[src/rtl/kf8288_bus_arbiter.sv]
// rtl/kf8288_bus_arbiter.sv - bus-ownership arbiter in front of the KF8288 bus controller
//
// Shares the system bus between the CPU and two alternate masters: DMA (high
// priority) and an external master (low priority, bounded grant length).
// Ownership only changes hands from a passive, unlocked CPU cycle, and every
// hand-over is bracketed by a settle window in which address_enable_n is high
// while no grant is active.
//
// Ports:
//   clock             system clock, rising edge
//   reset_n           asynchronous active-low reset
//   processor_status  CPU S2..S0 (3'b111 = passive)
//   lock_n            CPU bus lock, 0 blocks leaving CPU ownership
//   dma_request       DMA hold request (level)
//   ext_request       external master request (level)
//   dma_grant         DMA owns the bus
//   ext_grant         external master owns the bus
//   address_enable_n  to KF8288 AEN_n, 1 floats the CPU commands
//   cpu_wait          stretches CPU cycles while the CPU is not the owner
//   bus_owner         00 CPU, 01 DMA, 10 external, 11 in transition
//   ext_timeout       one-cycle pulse when the external grant hits its limit
module kf8288_bus_arbiter #(
  parameter int unsigned SETTLE_CYCLES  = 2,
  parameter int unsigned EXT_MAX_CYCLES = 64
) (
  input  logic       clock,
  input  logic       reset_n,
  input  logic [2:0] processor_status,
  input  logic       lock_n,
  input  logic       dma_request,
  input  logic       ext_request,
  output logic       dma_grant,
  output logic       ext_grant,
  output logic       address_enable_n,
  output logic       cpu_wait,
  output logic [1:0] bus_owner,
  output logic       ext_timeout
);

  typedef enum logic [1:0] {
    ST_IDLE    = 2'd0,
    ST_RELEASE = 2'd1,
    ST_GRANT   = 2'd2,
    ST_RETURN  = 2'd3
  } state_t;

  localparam logic [3:0] SETTLE_LOAD = 4'(SETTLE_CYCLES - 1);
  localparam logic [7:0] EXT_MAX     = 8'(EXT_MAX_CYCLES);

  state_t     state_q, state_d;
  logic       owner_q, owner_d;          // 0 DMA, 1 external
  logic [3:0] settle_q, settle_d;
  logic [7:0] grant_cnt_q, grant_cnt_d;
  logic       dma_grant_q, dma_grant_d;
  logic       ext_grant_q, ext_grant_d;
  logic       aen_q, aen_d;
  logic [1:0] bus_owner_q, bus_owner_d;
  logic       ext_timeout_q, ext_timeout_d;
  logic       req_latched;
  logic       arb_ok;

  // Request of whichever master was latched at arbitration time.
  assign req_latched = owner_q ? ext_request : dma_request;
  assign arb_ok      = (dma_request | ext_request) & (processor_status == 3'b111) & lock_n;

  always_comb begin
    state_d       = state_q;
    owner_d       = owner_q;
    settle_d      = settle_q;
    grant_cnt_d   = grant_cnt_q;
    ext_timeout_d = 1'b0;

    case (state_q)
      ST_IDLE: begin
        if (arb_ok) begin
          state_d  = ST_RELEASE;
          owner_d  = ~dma_request;   // DMA wins ties
          settle_d = SETTLE_LOAD;
        end
      end
      ST_RELEASE: begin
        if (!req_latched) begin
          state_d  = ST_RETURN;
          settle_d = SETTLE_LOAD;
        end else if (settle_q == 4'd0) begin
          state_d     = ST_GRANT;
          grant_cnt_d = 8'd1;        // first grant cycle
        end else begin
          settle_d = settle_q - 4'd1;
        end
      end
      ST_GRANT: begin
        // The limit revokes an external grant even if its request is still high.
        if (owner_q && (grant_cnt_q == EXT_MAX)) begin
          state_d       = ST_RETURN;
          settle_d      = SETTLE_LOAD;
          grant_cnt_d   = 8'd0;
          ext_timeout_d = 1'b1;
        end else if (!req_latched) begin
          state_d     = ST_RETURN;
          settle_d    = SETTLE_LOAD;
          grant_cnt_d = 8'd0;
        end else if (owner_q) begin
          grant_cnt_d = grant_cnt_q + 8'd1;
        end
      end
      ST_RETURN: begin
        if (settle_q == 4'd0) begin
          state_d = ST_IDLE;
        end else begin
          settle_d = settle_q - 4'd1;
        end
      end
      default: state_d = ST_IDLE;
    endcase

    // Outputs are registered and decoded from the next state.
    aen_d       = (state_d != ST_IDLE);
    dma_grant_d = (state_d == ST_GRANT) & ~owner_d;
    ext_grant_d = (state_d == ST_GRANT) & owner_d;
    case (state_d)
      ST_IDLE:  bus_owner_d = 2'b00;
      ST_GRANT: bus_owner_d = owner_d ? 2'b10 : 2'b01;
      default:  bus_owner_d = 2'b11;
    endcase
  end

  always_ff @(posedge clock or negedge reset_n) begin
    if (!reset_n) begin
      state_q       <= ST_IDLE;
      owner_q       <= 1'b0;
      settle_q      <= 4'd0;
      grant_cnt_q   <= 8'd0;
      dma_grant_q   <= 1'b0;
      ext_grant_q   <= 1'b0;
      aen_q         <= 1'b0;
      bus_owner_q   <= 2'b00;
      ext_timeout_q <= 1'b0;
    end else begin
      state_q       <= state_d;
      owner_q       <= owner_d;
      settle_q      <= settle_d;
      grant_cnt_q   <= grant_cnt_d;
      dma_grant_q   <= dma_grant_d;
      ext_grant_q   <= ext_grant_d;
      aen_q         <= aen_d;
      bus_owner_q   <= bus_owner_d;
      ext_timeout_q <= ext_timeout_d;
    end
  end

  assign dma_grant        = dma_grant_q;
  assign ext_grant        = ext_grant_q;
  assign address_enable_n = aen_q;
  assign cpu_wait         = aen_q;
  assign bus_owner        = bus_owner_q;
  assign ext_timeout      = ext_timeout_q;

endmodule
[config.mk]
export PLATFORM = sky130hd
export DESIGN_NAME = kf8288_bus_arbiter
export DESIGN_NICKNAME = d
export VERILOG_FILES = /design/src/rtl/kf8288_bus_arbiter.sv
export SDC_FILE = /design/constraint.sdc
export NUM_CORES = 1
export LEC_CHECK = 0
export BUFFER_PORTS_ARGS = -buffer_cell sky130_fd_sc_hd__buf_2
export CAP_MARGIN = 5
export CELL_PAD_IN_SITES_DETAIL_PLACEMENT = 1
export CELL_PAD_IN_SITES_GLOBAL_PLACEMENT = 1
export CORE_ASPECT_RATIO = 0.6
export CORE_MARGIN = 2
export CORE_UTILIZATION = 39
export DETAILED_ROUTE_END_ITERATION = 10
export PLACE_DENSITY = 0.71
export RECOVER_POWER = 25
export SYNTH_ARGS = -nofsm -noshare
export SYNTH_HDL_FRONTEND = slang
export SYNTH_SLANG_ARGS = --single-unit
export TNS_END_PERCENT = 20
[constraint.sdc]
create_clock -name clock -period 1.6 [get_ports clock]
set_input_delay 0.24 -clock clock [delete_from_list [all_inputs] [get_ports clock]]
set_output_delay 0.24 -clock clock [all_outputs]
set_load 0.05 [all_outputs]
# After elaboration in Yosys (flattened, before gate mapping)
# Cells that the tools add are included.
[op_classes] muxes=26 bitwise_logic=7 add_sub_neg=2 n_eq_ne=11 n_reduce_logical=8
[ops] op="$mux 8" count=5
[ops] op="$mux 4" count=5
[ops] op="$pmux 4 s4" count=1
[ops] op="$pmux 8 s2" count=1
[ops] op="$mux 2" count=7
[ops] op="$add 8x1->8 const B" count=1
[ops] op="$eq 8x7->1 const B" count=1
[ops] op="$pmux 2 s4" count=1
[ops] op="$eq 2x2->1 const B" count=3
[ops] op="$ne 2x2->1 const B" count=3
[ops] op="$mux 1" count=5
[ops] op="$and 1x1->1" count=4
[ops] op="$logic_not 2->1" count=2
[ops] op="$logic_not 4->1" count=1
[ops] op="$ne 4x4->1 const B" count=1
[ops] op="$pmux 2 s2" count=1
[ops] op="$reduce_and 4->1" count=1
[ops] op="$reduce_bool 2->1" count=2
[ops] op="$sub 4x1->4 const B" count=1
[ops] op="$eq 3x3->1 const B" count=1
[ops] op="$ne 3x3->1 const B" count=1
[ops] op="$eq 2x1->1 const B" count=1
[ops] op="$not 1->1" count=2
[ops] op="$reduce_and 2->1" count=1
[ops] op="other kinds (2)" count=2
[word_totals] output_inout_bits=7 word_cells=63 in_bits=8 ff_bits=21

# Longest topological paths before layout
# Gate-level depths: netlist of run 1.
[logic_depth] depth_word=7 depth_mapped=7 mapped_depth_nobuf=7

# Worst setup path after synthesis of run 1
# OpenSTA, ideal clock, no wires.
[synth_path] path_kind="reg-to-reg" start="reg settle_q[0]" end="reg grant_cnt_q[7]" arrival_ps=1401 setup_slack_ps=81 period_less_slack_ps=1519 setup_ps=118 required_ps=1482 stages_incl_launch_ff=7 cell_sequence="dfrtp_1 -> inv_1 -> ha_1 -> and4bb_2 -> a32oi_4 -> nor4b_1 -> a21o_1"
[synth_between] elab_chain_len=3
[synth_rtl] element="start, declared" line_no="52" source="logic [3:0] settle_q, settle_d;"
[synth_rtl] element="start signal, assigned" line_no="142" source="settle_q <= settle_d;"
[synth_rtl] element="$logic_not 4->1" line_no="85" source="end else if (settle_q == 4'd0) begin"
[synth_rtl] element="$ne 2x2->1 (no line)"
[synth_rtl] element="$reduce_and 4->1 (no line)"
[synth_rtl] element="end signal, assigned" line_no="143" source="grant_cnt_q <= grant_cnt_d;"
[synth_rtl] element="end, declared" line_no="53" source="logic [7:0] grant_cnt_q, grant_cnt_d;"
# Every way passes these cells.
# A chain may end at the register's enable or synchronous reset.

# Final worst setup path of run 1
[layout_path] start="reg grant_cnt_q[0]" end="reg settle_q[1]"
[layout_between] elab_chain_len=4
[layout_rtl] element="$eq 8x7->1 *" line_no="94" source="if (owner_q && (grant_cnt_q == EXT_MAX)) begin"
[layout_rtl] element="$logic_and 1x1->1 *" line_no="94"
[layout_rtl] element="$mux 4 or $ne 3x3->1 (tied branches)"
[layout_rtl] element="$pmux 4 s4 or $reduce_and 2->1 (tied branches)"
# Mark *: on every way between the ends. The rest lies on a longest branch, timed or not.

==> impl_metrics.env, run 1 <==
export IMPL_outcome="finished, final reports clean"
export IMPL_die_w_um=74.0
export IMPL_fin_nets=159
export IMPL_leakagePower_uw=0.000691
export IMPL_place_congestion=0.748
export IMPL_grt_pass1_wl_um=5130
export IMPL_ios=15
export IMPL_tightest_slew_ps=521
export IMPL_route_detailed_drc=0
export IMPL_min_period_over_period=0.998
export IMPL_grt_use_total=0.213
export IMPL_rsz0062_at_grt="yes"
export IMPL_cp_slowest_stage_delay_ps=370
export IMPL_worstHoldPathType="input port to register"
export IMPL_drive_above_1_share=0.395
export IMPL_synth_async_sr_flop_share=1.00
export IMPL_yosysMostFrequentCell="dfrtp_1"
export IMPL_synth_top_area_frac=0.459
export IMPL_clock_latency_ps=260
export IMPL_cts_made_buffers=3
export IMPL_synth_top_flop_cell="dfrtp_1"
export IMPL_grt_pass1_vias=989
export IMPL_rows=15
export IMPL_fillers=323
export IMPL_ant_nets=0
export IMPL_path_cells="inv_2 > ha_4 > and4b_2 > a211o_1 > nand3_2 > inv_2 > o22ai_1"
export IMPL_io_buffers=14
export IMPL_drtIter0Drc=48
export IMPL_finalMaxSlewViolations=0
export IMPL_place_area_mm2=0.00138
export IMPL_finalSetupViolations=0
export IMPL_path_class="register to register"
export IMPL_vias=1005
export IMPL_fmax_mhz=626
export IMPL_synth_edf_count=0
export IMPL_critPathMostFrequentCell="inv_2"
export IMPL_vdd_drop_max_v=0.00117
export IMPL_grt_overflow=0
export IMPL_hold_viol=0
export IMPL_syn_avg_cell_area_um2=10.1
export IMPL_synthSimpleGateAreaFrac=0.210
export IMPL_cp_start_kind="register"
export IMPL_antenna_cells=0
export IMPL_floorplan_initialDensity=0.404
export IMPL_skew_ps=3.60
export IMPL_required_ps=1780
export IMPL_synth_warning_count=0
export IMPL_clkTransAtPathRegs_ps=80
export IMPL_worst_hold_slack_ps=440
export IMPL_dpl_hpwl_um=2340
export IMPL_synth_seq_cells=21
export IMPL_cts_tree="done"
export IMPL_antenna_found_initial=0
export IMPL_placedCellCount=182
export IMPL_synthXorXnorAreaFrac=0
export IMPL_htreeDepth=1
export IMPL_multiInputGateArea_um2=657
export IMPL_finalNonFillerCells=189
export IMPL_syn_inst=113
export IMPL_critPathCaptureType="register"
export IMPL_critical_path_peak_fanout=4
export IMPL_dieArea_mm2=0.00340
export IMPL_yosys_top_cells_count="dfrtp_1, nand2_1, inv_1"
export IMPL_clockBufferDepth=2
export IMPL_crit_buf_inv=2
export IMPL_path_delay_family="compound AO/OA/AOI/OAI gates"
export IMPL_syn2layout_area_growth_pct=33.6
export IMPL_synth_top_family_by_area="simple AND/OR/NAND/NOR gates"
export IMPL_syn_num_nets=124
export IMPL_ys_types=36
export IMPL_slew_headroom=0.652
export IMPL_cp_slowest_cell="dfrtp_1"
export IMPL_grt_max_degree=22
export IMPL_core_mm2=0.00283
export IMPL_synthAdderAreaFrac=0.0328
export IMPL_ys_seq_area_frac=0.459
export IMPL_power_density_mw_per_mm2=1790
export IMPL_cts_root_buf="clkbuf_8"
export IMPL_finalCriticalPeriod_ps=1600
export IMPL_ys_top_cells_by_area="dfrtp_1, mux2i_1, nand2_1, ha_1, inv_1"
export IMPL_first_pass_iters=4
export IMPL_maxCapViolCount=0
export IMPL_vias_per_cell=5.32
export IMPL_final_area_mm2=0.00153
export IMPL_fin_setup_tns_ps=0
export IMPL_drt_total_wl_um=3140
export IMPL_fp_dieH_um=46.0
export IMPL_clock_sinks=21
export IMPL_synthMuxAreaShare=0.0666
export IMPL_yosysTopAreaCell="dfrtp_1"
export IMPL_synth_compound_area_frac=0.183
export IMPL_netlist_area_mm2=0.00115
export IMPL_avgRoutedWirePerCell_um=16.6
export IMPL_regArea_um2=526
export IMPL_cp_arrival_ps=1780
## tightest hold or removal path, stage by stage
cell and delay, ps:
buf_2 160, mux2_2 210, o21ai_2 50
## where the power goes
part           switching, uW  internal (uW)
Sequential               124            676
Clock                    173            174
Combinational            926            667
## flip-flops by register name, summed over array words and instances, names as in the netlist
signal,count
grant_cnt_q,8
state_q,2
bus_owner,2
address_enable_n,1
ext_timeout,1
ext_grant,1
settle_q,4
owner_q,1
dma_grant,1
## layout make-up
class,instances,area share
clock inverters,1,0.00327
well taps,42,0.0343
multi-input cells,81,0.429
inverters,10,0.0245
flip-flops and latches,21,0.343
repair buffers,31,0.139
clock buffers,3,0.0270
## metal layers
metal | part of all wire | routed length, um | global-route usage
met1 | 0.52 | 1620 | 0.314
met2 | 0.45 | 1420 | 0.325
met3 | 0.025 | 79 | 0.0531
met4 | 0.0054 | 17 | 0.0327
met5 | 0 | 0 | 0
## final timing paths
check	startpoint	endpoint	slack, ps	depth (start not counted)
min	dma_request	bus_owner[1]	440	3
min reg2reg	grant_cnt_q[7]	grant_cnt_q[7]	520	1
max in group asynchronous	reset_n	address_enable_n	770	2
max	grant_cnt_q[0]	settle_q[1]	4	7
max reg2reg	grant_cnt_q[0]	settle_q[1]	4	7
min in group asynchronous	reset_n	dma_grant	480	2
## cell usage in the layout, fill, tap and decap left out, types with 2 or more instances in the layout
cell type | Yosys | final
dfrtp_1 | 21 | 21
inv_2 | 0 | 4
a21o_1 | 4 | 4
nand3_1 | 5 | 5
nand4_1 | 2 | 2
inv_1 | 10 | 6
buf_2 | 0 | 13
ha_4 | 0 | 2
and3_1 | 2 | 2
nor3_2 | 0 | 2
buf_4 | 1 | 15
clkbuf_8 | 0 | 3
a21oi_1 | 6 | 6
o21ai_1 | 0 | 2
o21ai_0 | 7 | 2
nand2_1 | 13 | 12
mux2i_1 | 5 | 4
nor2_1 | 5 | 5
o21ai_2 | 0 | 3
nand2b_1 | 4 | 4
## what timing repair did
item,CTS,global route
gates cloned,1,0
endpoints found under the hold margin,21,0
hold buffers,1,0
resized for setup,11,14
pin swaps,2,3
setup buffers,1,1
endpoints found under the setup margin,9,16
## logic make-up after synthesis
group / Yosys count
AND/OR/NAND/NOR: 42
AO/OA/AOI/OAI: 28
flip-flops: 21
buffers and inverters: 12
multiplexers: 7
adder cells (fa/ha/maj): 3
## metrics by stage
step | utilization | worst slack [ps] | power, uW
floorplan | - | 80.6 | 1590
global placement | 0.485 | -3.03 | 2060
detailed placement | 0.485 | -52.9 | 2130
CTS | 0.526 | -30.7 | 2610
global route | 0.540 | -80.3 | 2930
finish | 0.540 | 3.57 | 2740
Note: power is estimated with default switching activity, not from simulation.
==> run 2: changes to the inputs <==
- CORE_UTILIZATION: 39 -> 41
- CTS_BUF_LIST: unset -> sky130_fd_sc_hd__clkbuf_8
- PLACE_DENSITY: 0.71 -> 0.74
==> impl_metrics.env, run 2 (synthesis gave the netlist of run 1 again) <==
export IMPL_fmax_mhz=581
export IMPL_drtIter0Drc=62
export IMPL_grt_pass1_wl_um=5710
export IMPL_place_area_mm2=0.00137
export IMPL_die_w_um=72.3
export IMPL_clock_latency_ps=270
export IMPL_violations="setup timing"
export IMPL_hold_viol=0
export IMPL_floorplan_initialDensity=0.445
export IMPL_tightest_slew_ps=557
export IMPL_power_density_mw_per_mm2=1850
export IMPL_antenna_found_initial=0
export IMPL_intPower_uw=1570
export IMPL_min_period_over_period=1.08
export IMPL_power_frac_seq=0.284
export IMPL_critPathLaunch="grant_cnt_q[0]"
export IMPL_vdd_drop_max_v=0.000958
export IMPL_fin_nets=165
export IMPL_place_congestion=0.819
export IMPL_cts_root_buf="clkbuf_8"
export IMPL_required_ps=1760
export IMPL_cp_depth=7
export IMPL_timing_hold_worst_path_depth=3
export IMPL_antenna_cells=0
export IMPL_final_common_cell="buf_4"
export IMPL_ff2ff_path_depth=7
export IMPL_cp_arrival_ps=1880
export IMPL_avgRoutedWirePerCell_um=21.1
export IMPL_cp_slowest_stage_delay_ps=390
export IMPL_syn2layout_area_growth_pct=36.8
export IMPL_outcome="finished with violations"
export IMPL_rsz0062_at_grt="yes"
export IMPL_fp_dieH_um=45.0
export IMPL_maxCapViolCount=0
export IMPL_top_register="grant_cnt_q"
export IMPL_cp_slowest_cell="dfrtp_1"
export IMPL_ant_nets=0
export IMPL_total_power_uw=2910
export IMPL_ios=15
export IMPL_slew_headroom=0.629
export IMPL_cts_tree="done"
export IMPL_route_detailed_drc=0
export IMPL_ff2ff_setup_slack_ps=-120
export IMPL_first_pass_iters=4
export IMPL_endpoint="grant_cnt_q[6]"
export IMPL_vias_per_cell=5.85
export IMPL_crit_buf_inv=2
export IMPL_regArea_um2=527
export IMPL_p_clk_frac=0.121
export IMPL_finalNonFillerCells=185
export IMPL_grt_pass1_vias=1072
export IMPL_r2r_end="grant_cnt_q[6]"
export IMPL_largestRegisters="grant_cnt_q (8), settle_q (4)"
export IMPL_grt_overflow=0
export IMPL_grt_use_total=0.250
export IMPL_finalMaxSlewViolations=0
export IMPL_largest_reg_flops=8
export IMPL_cp_start_kind="register"
export IMPL_critical_path_peak_fanout=4
export IMPL_placedCellCount=174
export IMPL_vias=1083
export IMPL_critPathCaptureType="register"
export IMPL_setup_ws_ps=-122
export IMPL_clock_sinks=21
export IMPL_dieArea_mm2=0.00325
export IMPL_fillers=290
export IMPL_leakagePower_uw=0.000720
export IMPL_clkTransAtPathRegs_ps=80
export IMPL_worstHoldPathType="input port to register"
export IMPL_path_cells="inv_1 > ha_2 > and4b_2 > a211oi_4 > buf_4 > a21o_1 > a22o_1"
export IMPL_worst_hold_slack_ps=417
export IMPL_power_frac_comb=0.595
export IMPL_final_area_mm2=0.00157
export IMPL_htreeDepth=1
export IMPL_reg2reg_from="grant_cnt_q[0]"
export IMPL_switchingPower_uw=1340
export IMPL_path_class="register to register"
export IMPL_final_cell_mix="buf_4, dfrtp_1, buf_2, nand2_1, inv_1"
export IMPL_finalSetupViolations=12
export IMPL_cts_made_buffers=3
export IMPL_path_delay_family="compound AO/OA/AOI/OAI gates"
export IMPL_drive_above_1_share=0.425
export IMPL_rows=14
export IMPL_drt_total_wl_um=3900
export IMPL_core_mm2=0.00257
export IMPL_grt_max_degree=22
export IMPL_skew_ps=6.39
export IMPL_multiInputGateArea_um2=669
export IMPL_finalCriticalPeriod_ps=1720
export IMPL_dpl_hpwl_um=2470
export IMPL_clockBufferDepth=2
export IMPL_io_buffers=14
export IMPL_swShare=0.461
[run 2: changes by cell type in the layout (fill, tap and decap cells not counted), moves of 2 or more]
cell	previous run	this run
buf_4	15	21
inv_1	6	9
a21oi_1	6	4
a21oi_2	0	2
inv_2	4	2
o21ai_1	2	4
o21ai_2	3	1
[run 2: how the worst min path moves through the flow]
stage                      startpoint                to
after CTS                 dma_request         ext_grant
after global routing      dma_request         ext_grant
final                     dma_request         ext_grant
after floorplan               reset_n  address_enable_n
after global placement        reset_n        state_q[1]
after detailed placement      reset_n        state_q[1]
[run 2: through the flow]
| stage | util | TNS, ps | setup WS (ps) |
|---|---|---|---|
| 6_report | 0.609 | -857 | -122 |
| 5_1_grt | 0.609 | -1810 | -162 |
| 4_1_cts | 0.569 | -78.4 | -38.0 |
| 3_5_place_dp | 0.530 | -171 | -47.8 |
| 3_3_place_gp | 0.530 | 0 | 2.22 |
| 2_1_floorplan | - | 0 | 80.6 |
[run 2: layout make-up]
cell class                      count  share of cell area
Multi-Input combinational cell     81               0.427
Timing Repair Buffer               37               0.159
Sequential cell                    21               0.336
Tap cell                           32              0.0255
Clock inverter                      1             0.00239
Inverter                           10              0.0239
Clock buffer                        3              0.0263
[run 2: what timing repair did]
action                                  CTS  global route
gates resized for setup                   7            20
hold buffers                              1             0
endpoints found under the setup margin   12            16
setup buffers                             1             5
pin swaps                                 1             4
cloned                                    1             0
hold endpoints to repair                 21             0
[run 2: routing by layer]
layer,wire (um),up-vias,global-route usage,share of wire
li1,-,491,-,-
met1,1730,545,0.340,0.44
met2,1830,36,0.402,0.47
met3,222,11,0.0469,0.057
met4,116,0,0.0943,0.030
met5,0,-,0,0
[run 2: power by group through the flow]
| stage | clock network [uW] | registers (uW) | logic [uW] |
|---|---|---|---|
| 5_1_grt | 376 | 841 | 1860 |
| 3_3_place_gp | 0 | 795 | 1240 |
| 3_5_place_dp | 0 | 810 | 1280 |
| 4_1_cts | 358 | 807 | 1420 |
| 2_1_floorplan | 0 | 926 | 668 |
| 6_report | 351 | 826 | 1730 |
[run 2: worst min-delay path, stage by stage]
cell    delay, ps
buf_2         140
mux2_2        210
nor3_2         50
